==> src/rtl/uart_tx_fifo.sv <==
// RS-232 transmitter with a transmit FIFO and a compile-time frame format.
// Queued words leave as back-to-back frames with no idle cycle between them.
module uart_tx_fifo #(
  parameter int CLK_HZ     = 50_000_000,
  parameter int BAUD       = 9600,
  parameter int DATA_BITS  = 8,
  parameter int PARITY     = 0,
  parameter int STOP_BITS  = 1,
  parameter int FIFO_DEPTH = 16
) (
  input  logic                                clk,
  input  logic                                rst,
  input  logic [DATA_BITS-1:0]                data,
  input  logic                                start_tx,
  output logic                                tx,
  output logic                                tx_ready,
  output logic                                busy,
  output logic [$clog2(FIFO_DEPTH+1)-1:0]     fifo_count
);

  localparam int DIV    = (CLK_HZ + BAUD / 2) / BAUD;
  localparam int CNT_W  = $clog2(FIFO_DEPTH + 1);
  localparam int PTR_W  = $clog2(FIFO_DEPTH);
  localparam int BAUD_W = $clog2(DIV);
  localparam int BIT_W  = $clog2(DATA_BITS);
  localparam int STOP_W = (STOP_BITS > 1) ? $clog2(STOP_BITS) : 1;

  localparam logic [BAUD_W-1:0] BAUD_RELOAD = BAUD_W'(DIV - 1);
  localparam logic [BIT_W-1:0]  LAST_BIT    = BIT_W'(DATA_BITS - 1);
  localparam logic [STOP_W-1:0] LAST_STOP   = STOP_W'(STOP_BITS - 1);
  localparam logic [CNT_W-1:0]  FULL        = CNT_W'(FIFO_DEPTH);

  typedef enum logic [2:0] {S_IDLE, S_START, S_DATA, S_PARITY, S_STOP} state_t;

  function automatic logic parity_bit(input logic [DATA_BITS-1:0] w);
    return (^w) ^ (PARITY == 1);
  endfunction

  state_t               state_q, state_d;
  logic [BAUD_W-1:0]    baud_q, baud_d;
  logic [BIT_W-1:0]     bit_q, bit_d;
  logic [STOP_W-1:0]    stop_q, stop_d;
  logic [DATA_BITS-1:0] shreg_q, shreg_d;
  logic                 par_q, par_d;
  logic                 tx_q, tx_d;
  logic                 busy_q, busy_d;
  logic [PTR_W-1:0]     wr_ptr_q, wr_ptr_d, rd_ptr_q, rd_ptr_d;
  logic [CNT_W-1:0]     count_q, count_d;
  logic [DATA_BITS-1:0] mem_q [0:FIFO_DEPTH-1];

  logic                 wr_en, pop, load, baud_done, fifo_nempty;
  logic [DATA_BITS-1:0] head;

  assign tx_ready    = (count_q != FULL);
  assign wr_en       = start_tx && tx_ready;
  assign fifo_nempty = (count_q != '0);
  assign baud_done   = (baud_q == '0);
  assign head        = mem_q[rd_ptr_q];

  always_comb begin
    state_d  = state_q;
    baud_d   = baud_q;
    bit_d    = bit_q;
    stop_d   = stop_q;
    shreg_d  = shreg_q;
    par_d    = par_q;
    tx_d     = tx_q;
    load     = 1'b0;
    pop      = 1'b0;

    case (state_q)
      S_IDLE: begin
        tx_d = 1'b1;
        load = fifo_nempty;
      end
      S_START: begin
        if (baud_done) begin
          baud_d  = BAUD_RELOAD;
          bit_d   = '0;
          tx_d    = shreg_q[0];
          state_d = S_DATA;
        end else begin
          baud_d = baud_q - BAUD_W'(1);
        end
      end
      S_DATA: begin
        if (baud_done) begin
          baud_d = BAUD_RELOAD;
          if (bit_q == LAST_BIT) begin
            if (PARITY != 0) begin
              tx_d    = par_q;
              state_d = S_PARITY;
            end else begin
              tx_d    = 1'b1;
              stop_d  = '0;
              state_d = S_STOP;
            end
          end else begin
            bit_d   = bit_q + BIT_W'(1);
            shreg_d = shreg_q >> 1;
            tx_d    = shreg_q[1];
          end
        end else begin
          baud_d = baud_q - BAUD_W'(1);
        end
      end
      S_PARITY: begin
        if (baud_done) begin
          baud_d  = BAUD_RELOAD;
          tx_d    = 1'b1;
          stop_d  = '0;
          state_d = S_STOP;
        end else begin
          baud_d = baud_q - BAUD_W'(1);
        end
      end
      S_STOP: begin
        if (baud_done) begin
          baud_d = BAUD_RELOAD;
          if (stop_q == LAST_STOP) begin
            // Next queued word starts on this very edge: no idle gap.
            load = fifo_nempty;
            if (!fifo_nempty) begin
              tx_d    = 1'b1;
              state_d = S_IDLE;
            end
          end else begin
            stop_d = stop_q + STOP_W'(1);
          end
        end else begin
          baud_d = baud_q - BAUD_W'(1);
        end
      end
      default: begin
        tx_d    = 1'b1;
        state_d = S_IDLE;
      end
    endcase

    if (load) begin
      pop     = 1'b1;
      shreg_d = head;
      par_d   = parity_bit(head);
      tx_d    = 1'b0;
      baud_d  = BAUD_RELOAD;
      state_d = S_START;
    end

    wr_ptr_d = wr_en ? wr_ptr_q + PTR_W'(1) : wr_ptr_q;
    rd_ptr_d = pop   ? rd_ptr_q + PTR_W'(1) : rd_ptr_q;
    case ({wr_en, pop})
      2'b10:   count_d = count_q + CNT_W'(1);
      2'b01:   count_d = count_q - CNT_W'(1);
      default: count_d = count_q;
    endcase
    busy_d = (state_d != S_IDLE) || (count_d != '0);
  end

  always_ff @(posedge clk) begin
    if (rst) begin
      state_q  <= S_IDLE;
      baud_q   <= '0;
      bit_q    <= '0;
      stop_q   <= '0;
      tx_q     <= 1'b1;
      busy_q   <= 1'b0;
      wr_ptr_q <= '0;
      rd_ptr_q <= '0;
      count_q  <= '0;
    end else begin
      state_q  <= state_d;
      baud_q   <= baud_d;
      bit_q    <= bit_d;
      stop_q   <= stop_d;
      tx_q     <= tx_d;
      busy_q   <= busy_d;
      wr_ptr_q <= wr_ptr_d;
      rd_ptr_q <= rd_ptr_d;
      count_q  <= count_d;
    end
  end

  always_ff @(posedge clk) begin
    shreg_q <= shreg_d;
    par_q   <= par_d;
    if (wr_en) begin
      mem_q[wr_ptr_q] <= data;
    end
  end

  assign tx         = tx_q;
  assign busy       = busy_q;
  assign fifo_count = count_q;

endmodule

==> config.mk <==
export PLATFORM = sky130hd
export DESIGN_NAME = uart_tx_fifo
export DESIGN_NICKNAME = d
export VERILOG_FILES = /design/src/rtl/uart_tx_fifo.sv
export SDC_FILE = /design/constraint.sdc
export NUM_CORES = 1
export LEC_CHECK = 0
export CORE_UTILIZATION = 35
export CTS_BUF_LIST = sky130_fd_sc_hd__clkbuf_8
export CTS_CLUSTER_SIZE = 28
export DETAILED_ROUTE_END_ITERATION = 8
export DONT_BUFFER_PORTS = 1
export PLACE_DENSITY_LB_ADDON = 0.15
export SYNTH_ARGS = -nofsm -noshare
export SYNTH_HDL_FRONTEND = slang
export SYNTH_SLANG_ARGS = --single-unit
==> constraint.sdc <==
create_clock -name clk -period 5.1 [get_ports clk]
set_input_delay 1.02 -clock clk [delete_from_list [all_inputs] [get_ports clk]]
set_output_delay 1.02 -clock clk [all_outputs]
set_load 0.02 [all_outputs]
==> flow_summary_export.csv <==
group,metric,value,unit
detailed_routing,drt.antenna.violating_nets,0,
floorplanning,core.rowCount,52,
detailed_routing,drt-initial-drc-count,299,
timing,fin_worst_hold_slack,0.502,ns
clocking,tritoncts,"built",
worst_setup_path,arrival,3.78,ns
clocking,postCtsHoldBufs,0,
worst_setup_path,critical_path.max_fanout,11,
placed_design,dp.final_hpwl,9.31,mm
timing,least_margin_pin_slew,1.02,ns
synth,post_synthesis_cell_area,7230,sq um
synth,yosysTopAreaCell,"sky130_fd_sc_hd__edfxtp_1",
detailed_routing,wl,14.4,mm
synth,synth-edff-count,136,
min_path,holdCritPathClass,"reg -> reg",
final_layout,design.final.nets,487,
global_routing,grt_pass1_vias,3879,
worst_setup_path,crit_path_start_kind,"register",
floorplanning,core,20200,sq um
timing,slew_violations,0,
synth,synthDominantCellAreaShare,0.565,
timing,max_freq,290,MHz
timing,timing.slew.headroom,0.320,
timing,finalHoldViolCount,0,
clocking,root_buffer,"sky130_fd_sc_hd__clkbuf_8",
synth,syn_avg_cell_area,15.6,sq um
detailed_routing,detailroute.via_count,3797,
power,power.density,485,nW/um^2
clocking,clk_latency,0.45,ns
worst_setup_path,worst-setup-path-type,"reg -> reg",
synth,yosys_warnings,0,
worst_setup_path,critical_path.endpoint_type,"register",
status,run_status,"completed",
power,total_power,3.83,mW
flow_run,drv.max_cap_violation_count,0,
global_routing,grt_pass1_wl,22.7,mm
timing,setup_clock_skew_after_layout,0.0136,ns
worst_setup_path,timing.reg2reg.worst_path_depth,10,
placed_design,port_buffer_cells,0,
final_layout,finish.utilization,0.390,
worst_setup_path,worst_ep_required_time,5.43,ns
min_path,hold-path-cell-count,2,
floorplanning,dieArea,21200,sq um
synth,yosysSeqAreaShare,0.670,
final_layout,syn_to_final_growth,9.13,%
synth,ys.flop_type,"sky130_fd_sc_hd__edfxtp_1",
power,leakage,2.49,nW
synth,postSynthNetCount,485,
synth,ys_types,56,
power,irDropWorstVdd,263,uV
clocking,longest_clk_path_bufs,2,
synth,asyncSetResetFlopFracSynth,0,
timing,totalNegativeSetupSlack,0,ns
clocking,cts_sink_count,174,
final_layout,layout-drive-gt1-share,0.195,
placed_design,place_inst,716,
final_layout,ant_cells,0,
clocking,cts_inserted_buffers,17,
clocking,clock_tree.htree_level_count,4,
detailed_routing,avgRoutedWirePerCell,19.3,um
synth,synthesis.instances,463,
placed_design,finalWeightedCongestion,0.763,
clocking,post-cts-setup-buffers,0,
synth,synth.area.top_cells,"sky130_fd_sc_hd__edfxtp_1, sky130_fd_sc_hd__mux4_2, sky130_fd_sc_hd__dfxtp_1",
floorplanning,start_util,0.357,
synth,synth-seq-cells,174,
worst_setup_path,timing.reg2reg.setup_slack,1.65,ns
floorplanning,die_height,146,um
clocking,clk_pin_slew_worst_paths,0.10,ns
timing,setup_viol,0,
detailed_routing,detail_route.drc_violations,0,
detailed_routing,1st_pass_router_iterations,4,
global_routing,initial_antenna_violation_count,0,
global_routing,globalRoute.totalOverflow,0,
final_layout,layoutNonFillerInstCount,748,
timing,unrepaired_setup_endpoints_after_global_routing,"false",
floorplanning,io_pins,19,
global_routing,grt_max_degree,34,
timing,timing.final.crit_share,0.677,
clocking,post_cts_resize_count,0,
floorplanning,die-width,146,um
global_routing,grtUsageTotal,0.145,
detailed_routing,vias_per_cell,5.08,
timing,finalWorstPathRequiredPeriod,3.45,ns
-- path summary, 6_finish.rpt --
check                     end     startpoint
setup reg to reg         busy  fifo_count[2]
setup / recovery         busy  fifo_count[2]
hold / removal    rd_ptr_q[1]    rd_ptr_q[1]
hold reg to reg   rd_ptr_q[1]    rd_ptr_q[1]
-- cell families after synthesis --
kind of cell / count (synthesis) / synth area share
and+or+nand+nor: 140 / 0.0953
buffers and inverters: 32 / 0.0195
AOI/OAI and AO/OA: 47 / 0.0484
muxes: 41 / 0.126
DFF: 174 / 0.670
adders and majority gates: 11 / 0.0190
xor gates and xnor gates: 18 / 0.0218
-- cell usage after synthesis, types with 2 or more instances --
| cell type | count |
|---|---|
| sky130_fd_sc_hd__xor2_1 | 9 |
| sky130_fd_sc_hd__a211oi_1 | 4 |
| sky130_fd_sc_hd__and2_1 | 4 |
| sky130_fd_sc_hd__dfxtp_1 | 38 |
| sky130_fd_sc_hd__nand3_1 | 6 |
| sky130_fd_sc_hd__a21oi_1 | 18 |
| sky130_fd_sc_hd__mux4_2 | 40 |
| sky130_fd_sc_hd__xnor2_1 | 9 |
| sky130_fd_sc_hd__edfxtp_1 | 136 |
| sky130_fd_sc_hd__nand4_1 | 3 |
| sky130_fd_sc_hd__nor3_1 | 10 |
| sky130_fd_sc_hd__o21ai_0 | 5 |
| sky130_fd_sc_hd__buf_1 | 2 |
| sky130_fd_sc_hd__or3_1 | 2 |
| sky130_fd_sc_hd__nand3b_1 | 2 |
| sky130_fd_sc_hd__clkbuf_1 | 12 |
| sky130_fd_sc_hd__o22ai_1 | 2 |
| sky130_fd_sc_hd__nand2b_1 | 3 |
| sky130_fd_sc_hd__inv_1 | 9 |
| sky130_fd_sc_hd__nor4_1 | 3 |
| sky130_fd_sc_hd__nand2_1 | 44 |
| sky130_fd_sc_hd__nor4_4 | 2 |
| sky130_fd_sc_hd__and3_1 | 2 |
| sky130_fd_sc_hd__nor2_1 | 52 |
| sky130_fd_sc_hd__ha_1 | 11 |
| sky130_fd_sc_hd__buf_2 | 5 |
-- layout by cell type (no fill, tap or decap), types with 2 or more instances in the layout --
cell type	synthesis	final
sky130_fd_sc_hd__edfxtp_1	136	136
sky130_fd_sc_hd__nor2_1	52	52
sky130_fd_sc_hd__nand2_1	44	44
sky130_fd_sc_hd__mux4_2	40	40
sky130_fd_sc_hd__dfxtp_1	38	37
sky130_fd_sc_hd__a21oi_1	18	18
sky130_fd_sc_hd__clkbuf_8	0	17
sky130_fd_sc_hd__ha_1	11	11
sky130_fd_sc_hd__inv_1	9	9
sky130_fd_sc_hd__xor2_1	9	9
sky130_fd_sc_hd__xnor2_1	9	9
sky130_fd_sc_hd__nor3_1	10	8
sky130_fd_sc_hd__nand3_1	6	6
sky130_fd_sc_hd__inv_8	0	6
sky130_fd_sc_hd__o21ai_0	5	5
sky130_fd_sc_hd__buf_4	1	5
sky130_fd_sc_hd__and2_1	4	4
sky130_fd_sc_hd__a211oi_1	4	4
sky130_fd_sc_hd__nor3_2	1	3
sky130_fd_sc_hd__nand2b_1	3	3
sky130_fd_sc_hd__nand4_1	3	3
sky130_fd_sc_hd__nor4_1	3	3
sky130_fd_sc_hd__inv_6	0	3
sky130_fd_sc_hd__nor4_4	2	2
sky130_fd_sc_hd__nand3b_1	2	2
sky130_fd_sc_hd__and3_1	2	2
sky130_fd_sc_hd__or3_1	2	2
sky130_fd_sc_hd__o22ai_1	2	2
sky130_fd_sc_hd__clkinv_4	0	2
-- stage by stage --
stage | area (sq um) | setup WS (ns)
floorplan | 7230 | 2.02
global placement | 7510 | 1.52
detailed placement | 7510 | 1.45
CTS | 7890 | 1.68
global route | 7890 | 1.36
finish | 7890 | 1.65
-- cell type report --
cell class / instances / area, sq um
fillers: 1871 / 12300
flip-flops and latches: 174 / 4850
multi-input cells: 257 / 2260
well taps: 270 / 338
clock buffers: 17 / 234
clock inverters: 15 / 144
repair buffers: 5 / 37.5
inverters: 10 / 37.5
-- flip-flops by register name, summed over array words and instances, names as in the netlist, named ones only --
| register | cells |
|---|---|
| wr_ptr_q | 4 |
| bit_q | 3 |
| rd_ptr_q | 4 |
| busy | 1 |
| fifo_count | 5 |
| mem_q | 128 |
| shreg_q | 8 |
| baud_q | 13 |
| tx | 1 |
| state_q | 3 |
-- power breakdown --
group	internal (mW)	leakage, nW	switching (mW)
Clock	0.364	0.193	0.571
Combinational	0.475	0.752	0.577
Sequential	1.69	1.55	0.155
Total	2.53	2.49	1.30
-- critical path, cell delays in order, from the launching register on --
cell,delay (ns)
sky130_fd_sc_hd__dfxtp_1,0.67
sky130_fd_sc_hd__nor4_2,0.11
sky130_fd_sc_hd__a21boi_1,0.76
sky130_fd_sc_hd__nor3_2,0.25
sky130_fd_sc_hd__xor2_1,0.21
sky130_fd_sc_hd__ha_1,0.26
sky130_fd_sc_hd__a2111oi_2,0.37
sky130_fd_sc_hd__o221ai_1,0.19
sky130_fd_sc_hd__a31oi_2,0.23
sky130_fd_sc_hd__xnor2_1,0.17
sky130_fd_sc_hd__a41oi_2,0.14
-- routing by layer --
metal  vias to the layer above  share of wire  GRT usage
met5                         -              0          0
met4                         0         0.0084     0.0347
met3                         8          0.039     0.0423
met2                        79           0.48      0.229
met1                      1935           0.48      0.196
li1                       1775              -          -
Power figures use the tool's default switching activity.
